## src/rtl/fifo_rd_stream_adapter_if.sv

```systemverilog
// rtl/fifo_rd_stream_adapter_if.sv - valid/ready stream bundle with packet framing
interface fifo_rd_stream_adapter_if #(
    parameter int DW = 32
);
    logic          out_valid;
    logic          out_ready;
    logic [DW-1:0] out_data;
    logic          out_last;

    modport master (output out_valid, output out_data, output out_last, input out_ready);
    modport slave  (input out_valid, input out_data, input out_last, output out_ready);
endinterface

```

## src/rtl/fifo_rd_stream_adapter.sv

```systemverilog
// rtl/fifo_rd_stream_adapter.sv - sync_fifo read-side drain into a framed valid/ready stream
// Optional pkt_cnt/word_cnt statistics outputs under FIFO_RD_STREAM_STAT_EN.
module fifo_rd_stream_adapter #(
    parameter int DW      = 32,
    parameter int PKT_LEN = 16,
    parameter int PW      = 4
) (
    input  logic                            rclk,
    input  logic                            rst,
    input  logic                            enable,
    output logic                            renable,
    input  logic [DW-1:0]                   rdata,
    input  logic                            empty,
    fifo_rd_stream_adapter_if.master        strm,
    output logic                            busy
`ifdef FIFO_RD_STREAM_STAT_EN
    ,
    output logic [15:0]                     pkt_cnt,
    output logic [31:0]                     word_cnt
`endif
);

    typedef enum logic [1:0] {IDLE, RUN, STOP} state_t;

    localparam logic [PW-1:0] LAST_BEAT = PW'(PKT_LEN - 1);

    state_t          state, state_nxt;
    logic [1:0]      occ;
    logic            rd_pend;
    logic [PW-1:0]   beat_cnt;
    logic            hd;
    logic [DW-1:0]   mem_data [2];
    logic            mem_last [2];
    logic [1:0]      fill;
    logic            tl;
    logic            pop;

    assign pop  = strm.out_valid && strm.out_ready;
    // Words already in the buffer plus the one still coming back from the FIFO.
    assign fill = occ + 2'(rd_pend);
    // A capture only ever happens with occ <= 1, so the tail is the slot after the head.
    assign tl   = hd ^ occ[0];

    assign strm.out_valid = (occ != 2'd0);
    assign strm.out_data  = mem_data[hd];
    assign strm.out_last  = strm.out_valid && mem_last[hd];
    assign busy           = (state != IDLE);

    always_comb begin
        state_nxt = state;
        renable   = 1'b0;
        unique case (state)
            IDLE: begin
                if (enable) state_nxt = RUN;
            end
            RUN: begin
                renable = !empty && ((fill < 2'd2) || pop);
                if (!enable) state_nxt = STOP;
            end
            STOP: begin
                if (enable)                         state_nxt = RUN;
                else if (occ == 2'd0 && !rd_pend)   state_nxt = IDLE;
            end
            default: state_nxt = IDLE;
        endcase
    end

    always_ff @(posedge rclk) begin
        if (rst) begin
            state       <= IDLE;
            occ         <= 2'd0;
            rd_pend     <= 1'b0;
            beat_cnt    <= '0;
            hd          <= 1'b0;
            mem_data[0] <= '0;
            mem_data[1] <= '0;
            mem_last[0] <= 1'b0;
            mem_last[1] <= 1'b0;
        end else begin
            state   <= state_nxt;
            rd_pend <= renable;
            if (rd_pend) begin
                mem_data[tl] <= rdata;
                mem_last[tl] <= (beat_cnt == LAST_BEAT);
                beat_cnt     <= (beat_cnt == LAST_BEAT) ? '0 : beat_cnt + PW'(1);
            end
            if (pop) hd <= ~hd;
            occ <= occ + 2'(rd_pend) - 2'(pop);
        end
    end

`ifdef FIFO_RD_STREAM_STAT_EN
    always_ff @(posedge rclk) begin
        if (rst) begin
            pkt_cnt  <= 16'd0;
            word_cnt <= 32'd0;
        end else if (pop) begin
            word_cnt <= word_cnt + 32'd1;
            if (strm.out_last) pkt_cnt <= pkt_cnt + 16'd1;
        end
    end
`endif

endmodule
```

## src/flat_wrapper.sv

```systemverilog
// flat-port wrapper written by rule: the top's interface ports become plain ports
module fifo_rd_stream_adapter_flat 
#(
    parameter int DW      = 32,
    parameter int PKT_LEN = 16,
    parameter int PW      = 4
)
  (rclk, rst, enable, renable, rdata, empty, busy, strm_out_valid, strm_out_data, strm_out_last, strm_out_ready);
  fifo_rd_stream_adapter_if #(.DW(DW)) strm_i ();
  input  logic rclk;
  input  logic rst;
  input  logic enable;
  output logic renable;
  input  logic [DW-1:0] rdata;
  input  logic empty;
  output logic busy;
  output wire logic [$bits(strm_i.out_valid)-1:0] strm_out_valid;
  output wire logic [$bits(strm_i.out_data)-1:0] strm_out_data;
  output wire logic [$bits(strm_i.out_last)-1:0] strm_out_last;
  input wire logic [$bits(strm_i.out_ready)-1:0] strm_out_ready;
  assign strm_out_valid = strm_i.out_valid;
  assign strm_out_data = strm_i.out_data;
  assign strm_out_last = strm_i.out_last;
  assign strm_i.out_ready = strm_out_ready;
  fifo_rd_stream_adapter #(.DW(DW), .PKT_LEN(PKT_LEN), .PW(PW)) u_core (.rclk(rclk), .rst(rst), .enable(enable), .renable(renable), .rdata(rdata), .empty(empty), .strm(strm_i), .busy(busy));
endmodule
```

## config.mk

```make
export PLATFORM = sky130hd
export DESIGN_NAME = fifo_rd_stream_adapter_flat
export DESIGN_NICKNAME = d
export VERILOG_FILES = /design/src/rtl/fifo_rd_stream_adapter_if.sv /design/src/rtl/fifo_rd_stream_adapter.sv /design/src/flat_wrapper.sv
export SDC_FILE = /design/constraint.sdc
export NUM_CORES = 1
export LEC_CHECK = 0
export CAP_MARGIN = 20
export CORE_MARGIN = 2
export CORE_UTILIZATION = 46
export DETAILED_ROUTE_END_ITERATION = 16
export PLACE_DENSITY_LB_ADDON = 0.25
export SETUP_SLACK_MARGIN = 0.3
export SYNTH_ARGS = -nofsm -noshare
export SYNTH_HDL_FRONTEND = slang
export SYNTH_SLANG_ARGS = --single-unit
```

## constraint.sdc

```tcl
create_clock -name rclk -period 2.01 [get_ports rclk]
set_input_delay 0.201 -clock rclk [delete_from_list [all_inputs] [get_ports rclk]]
set_output_delay 0.201 -clock rclk [all_outputs]
set_load 0.02 [all_outputs]
```

# Word level (Yosys, flattened, before mapping)
# Memories as Yosys holds them, arrays and structs flattened. A register that Yosys moved wholly into a read port is not among the register bits.
# Cells that the tools add are included.
# W data, S select, Z words.
dict set report totals {
  ff_bits 10
  ramBits 66
  input_bits 37
  wordCells 55
  mem_count 2
}
# name words word_bits read_ports rd_clocked_by_memory_dff write_ports line_no
set memory_table {}
lappend memory_table {u_core.mem_data 2 32 1 1 2 fifo_rd_stream_adapter.sv:32} ;# logic [DW-1:0] mem_data [2];
lappend memory_table {u_core.mem_last 2 1 1 1 2 fifo_rd_stream_adapter.sv:33} ;# logic mem_last [2];
dict set report op_classes {
  add_sub_neg 3
  order_cmp 1
  n_eq_ne 6
  mux 22
  bitwise_logic 2
  n_reduce_logical 14
}
# cell count
set ops {}
lappend ops {{$mux W32} 1}
lappend ops {{$reduce_or A32 Y1} 1}
lappend ops {{$mux W1} 15}
lappend ops {{$mux W2} 4}
lappend ops {{$pmux W2 S3} 1}
lappend ops {{$add A4 B1 Y4 const B} 1}
lappend ops {{$eq A4 B4 Y1 const B} 1}
lappend ops {{$logic_and A1 B1 Y1} 4}
lappend ops {{$logic_not A2 Y1} 2}
lappend ops {{$mux W4} 1}
lappend ops {{$ne A2 B2 Y1 const B} 2}
lappend ops {{$reduce_bool A2 Y1} 2}
lappend ops {{$ne A3 B2 Y1 const B} 1}
lappend ops {{$reduce_and A3 Y1} 1}
lappend ops {{$add A2 B1 Y2} 1}
lappend ops {{$eq A2 B1 Y1 const B} 1}
lappend ops {{$eq A2 B2 Y1 const B} 1}
lappend ops {{$logic_not A1 Y1} 2}
lappend ops {{$lt A2 B2 Y1 const B} 1}
lappend ops {{$sub A2 B1 Y2} 1}
lappend ops {{$logic_or A1 B1 Y1} 1}
lappend ops {{$not A1 Y1} 1}
lappend ops {{$reduce_or A1 Y1} 1}
lappend ops {{$xor A1 B1 Y1} 1}

# Longest topological paths before layout
dict set report depth {
  depth_word 5
  depth_mapped 5
  ltp_nobuf 4
}

# Least setup slack after synthesis
# Ideal clock, no wire load.
dict set report synth_timing {
  path_kind {reg-to-reg}
  from {register u_core.rd_pend}
  to {memory u_core.mem_data[0][0] (enable)}
  setup_ns 0.392
  arrival_ns 1.554
  setup_slack_ns 0.064
  path_stages_with_launch 5
  n_path_buf 1
  period_less_slack_ns 1.946
  path_cell_list {dfxtp_1 > buf_2 > nand2b_2 > nor2_4 > or2_1}
}
# element line_no
set synth_rtl {}
lappend synth_rtl {{start, declared} fifo_rd_stream_adapter.sv:29} ;# logic rd_pend;
lappend synth_rtl {{start signal, assigned} fifo_rd_stream_adapter.sv:81} ;# rd_pend <= renable;
lappend synth_rtl {{end, declared} fifo_rd_stream_adapter.sv:32}

# Worst setup path after layout
dict set report layout_timing {
  from {register u_core.state[1]}
  to {output port renable}
}
dict set report layout_between {
  elab_chain_cells 2
}
# element line_no
set layout_rtl {}
lappend layout_rtl {{start, declared} fifo_rd_stream_adapter.sv:27} ;# state_t state, state_nxt;
lappend layout_rtl {{start signal, assigned} fifo_rd_stream_adapter.sv:80} ;# state <= state_nxt;
lappend layout_rtl {{$eq A2 B1 Y1} fifo_rd_stream_adapter.sv:52} ;# unique case (state)
lappend layout_rtl {{$mux W1} fifo_rd_stream_adapter.sv:52}
lappend layout_rtl {{end, declared} flat_wrapper.sv:13} ;# output logic renable;
# Every way passes these cells.

==> qor.yml <==
placement:
  placed_cell_area_um2: 4267
  dpl.hpwl_um: 3837
  post-place-ws_ns: 0.06896
  placed_cells: 409
  gp_congestion: 0.6635
  portBuffers: 72
critical_path:
  start_kind: "register"
  critical_path_class: "register to primary output"
  cpMaxStageDelayCell: "dfxtp_1"
  r2r_cells: 4
  end_kind: "primary output"
  cp_slowest_stage_delay_ns: 0.32
  path_cells: "nand2b_1 -> or2_1 -> a211oi_1 -> buf_2"
  crit_fanout: 4
  arrival_ns: 1.46
  required_ns: 1.81
power:
  power.switching_mw: 0.8185
  pwr-share-comb: 0.142
  leakagePower_nw: 1.710
  pwr-share-seq: 0.516
  p_int_mw: 2.726
  fin_total_pwr_mw: 3.545
  sw_frac_of_total: 0.2309
  vdd_ir_drop_max_mv: 0.4917
  p_per_area_nw_per_um2: 816.7
  p_clk_frac: 0.342
sta:
  layout_min_cycle_time_ns: 1.658
  hold_viol: 0
  finalCritPeriodShare: 0.8250
  skew_ns: 0.006750
  fmax_mhz: 603.1
  tns_ns: 0
  rsz0062_at_grt: "yes"
  maxSlewViolCount: 0
  setup_viol: 0
  finalWorstSetupSlack_ns: 0.3518
  maxSlewHeadroom: 0.7406
  worstMarginPinSlew_ns: 0.3850
  holdWs_ns: 0.4338
global_routing:
  grt_pass1_wl_um: 9673
  grt_max_degree: 33
  grt_pass1_vias: 2085
  grt_util_all_layers: 0.1526
  antenna_found_initial: 0
  grt-ovfl-total: 0
yosys:
  postSynthCellCount: 239
  synth_area_leader_cell: "edfxtp_1"
  yosysUniqueCellTypes: 32
  syn_area_per_cell_um2: 14.32
  yosysWarnings: 0
  ys_ff_latch: 77
  ys_top_cells_by_area: "edfxtp_1 58%, and2_1 12%, mux2_2 11%"
  syn-num-nets: 278
  synth_top_area_frac: 0.5792
  syn-cell-area_um2: 3422
  ys_seq_area_frac: 0.6435
clock_tree:
  clock-sinks: 77
  clkTransAtPathRegs_ns: 0.08
  ctsHoldBuffers: 0
  clockRootBuffer: "clkbuf_8"
  cts_inserted_buffers: 9
  post_cts_buffers: 0
  tritoncts: "yes"
  clock_latency_ns: 0.34
  clk_path_buf_depth: 2
  htree_num_levels: 3
layout:
  final_cells: 425
  syn_to_final_growth_pct: 26.84
  num_antenna_cells: 0
  multi_input_comb_area_um2: 1125
  postLayoutCellArea_um2: 4340
  drive_above_1_share: 0.3221
  nFillCells: 604
  post-route-util: 0.6016
  seq_area_um2: 2208
  nNetsFinal: 361
route:
  wl_per_cell_um: 14.56
  wirelength_um: 6186
  drc_errors: 0
  drtIter0Drc: 107
  vias_per_cell: 4.901
  firstDrtPassIters: 4
  ant_nets: 0
  dr_total_vias: 2083
die:
  fp.coreArea_um2: 7214
  die-area_um2: 8145
  placementRows: 31
  die_y_um: 90.25
  ios: 73
  start_util: 0.4743
  chipWidth_um: 90.25
job:
  maxCapViolCount: 0
min_path:
  hold_path_class: "primary input to register"
  holdPathStages: 3
run_status:
  outcome: "finished clean"
==> registers in the layout, indices dropped and copies added (netlist names), named ones only <==
register and count:
u_core.mem_last 2, u_core.beat_cnt 4, u_core.mem_data 64, u_core.occ 2, u_core.hd 1, u_core.rd_pend 1, u_core.state 2
==> synth_stat cells <==
| master | instances |
|---|---|
| inv_1 | 2 |
| a22oi_1 | 1 |
| a211oi_1 | 3 |
| buf_6 | 6 |
| dfxtp_1 | 11 |
| nor2_1 | 11 |
| and2_1 | 63 |
| mux2i_1 | 2 |
| nor3b_1 | 1 |
| buf_2 | 5 |
| ha_1 | 2 |
| or2_1 | 2 |
| xnor2_1 | 1 |
| xor2_1 | 4 |
| nand3b_1 | 1 |
| nor2_4 | 2 |
| o21ai_0 | 2 |
| or2_2 | 2 |
| a21oi_1 | 2 |
| nand2_1 | 1 |
| nor2b_1 | 2 |
| mux2_1 | 1 |
| and2_2 | 2 |
| clkbuf_1 | 1 |
| mux2_2 | 32 |
| nor3_1 | 3 |
| nand2b_2 | 1 |
| nand2b_1 | 3 |
| edfxtp_1 | 66 |
| a2111oi_2 | 1 |
| a41oi_1 | 1 |
| nand3_1 | 2 |
==> cell type report <==
class                           instances  share of cell area
Clock buffer                           10             0.02940
Timing Repair Buffer                   84              0.1548
Clock inverter                          5             0.01758
Sequential cell                        77              0.5088
Tap cell                               99             0.02854
Multi-Input combinational cell        148              0.2592
Inverter                                2            0.001730
==> cells in the final DEF, fill, tap and decap left out, drive strengths merged, types with 2 or more instances in the layout <==
cell type	synthesis	routed
clkinv	0	2
clkdlybuf4s50	0	36
nand3	2	2
ha	2	2
dlygate4sd2	0	2
o21ai	2	2
nor2	13	13
mux2	33	33
nor3	3	3
mux2i	2	2
edfxtp	66	66
buf	11	12
nor2b	2	2
nand2b	4	4
dfxtp	11	11
bufinv	0	2
clkbuf	1	44
xor2	4	4
a21oi	2	2
a211oi	3	3
and2	65	65
or2	4	4
inv	2	2
==> repair_timing <==
item | in CTS | in global routing
setup endpoints to repair | 36 | 34
gates resized for setup | 42 | 70
gates cloned | 0 | 1
==> worst paths after layout <==
kind	startpoint	end	slack [ns]
hold / removal	enable	u_core.state[0]$_SDFFE_PP0P_	0.43
setup reg to reg	u_core.hd$_SDFFE_PP0P_	u_core.mem_data[0][19]$_SDFFCE_PN0P_	0.44
setup / recovery	u_core.state[1]$_SDFFE_PP0P_	renable	0.35
hold reg to reg	u_core.state[1]$_SDFFE_PP0P_	u_core.state[0]$_SDFFE_PP0P_	0.47
==> cell families after synthesis <==
group / Yosys count / synth area share
adders and majority gates: 2 / 0.007311
xor gates and xnor gates: 5 / 0.01280
and+or+nand+nor: 96 / 0.1700
buffers and inverters: 14 / 0.03034
DFF: 77 / 0.6435
AOI/OAI and AO/OA: 10 / 0.02157
muxes: 35 / 0.1144
==> worst max-delay path: cells and delay by family, from the launching register on <==
kind | cells | cell delay, ns
AND/OR/NAND/NOR | 2 | 0.38
buffers and inverters | 1 | 0.20
flip-flops | 1 | 0.32
AO/OA/AOI/OAI | 1 | 0.21
==> power groups by stage <==
| stage | Sequential (mW) | Clock, mW | Combinational [mW] |
|---|---|---|---|
| 3_5_place_dp | 1.86 | 0 | 0.557 |
| 2_1_floorplan | 1.85 | 0 | 0.299 |
| 4_1_cts | 1.83 | 1.24 | 0.510 |
| 5_1_grt | 1.84 | 1.30 | 0.538 |
| 3_3_place_gp | 1.86 | 0 | 0.555 |
| 6_report | 1.83 | 1.21 | 0.503 |
==> metal layers <==
| layer | vias up | routed length [µm] | share of wire | track usage |
|---|---|---|---|---|
| met5 | - | 0 | 0 | 0 |
| met4 | 0 | 68 | 0.011 | 0.06538 |
| met3 | 5 | 272 | 0.044 | 0.04341 |
| met2 | 45 | 3152 | 0.51 | 0.2619 |
| met1 | 1024 | 2693 | 0.44 | 0.1793 |
| li1 | 1009 | - | - | - |
(Power assumes the default switching activity.)
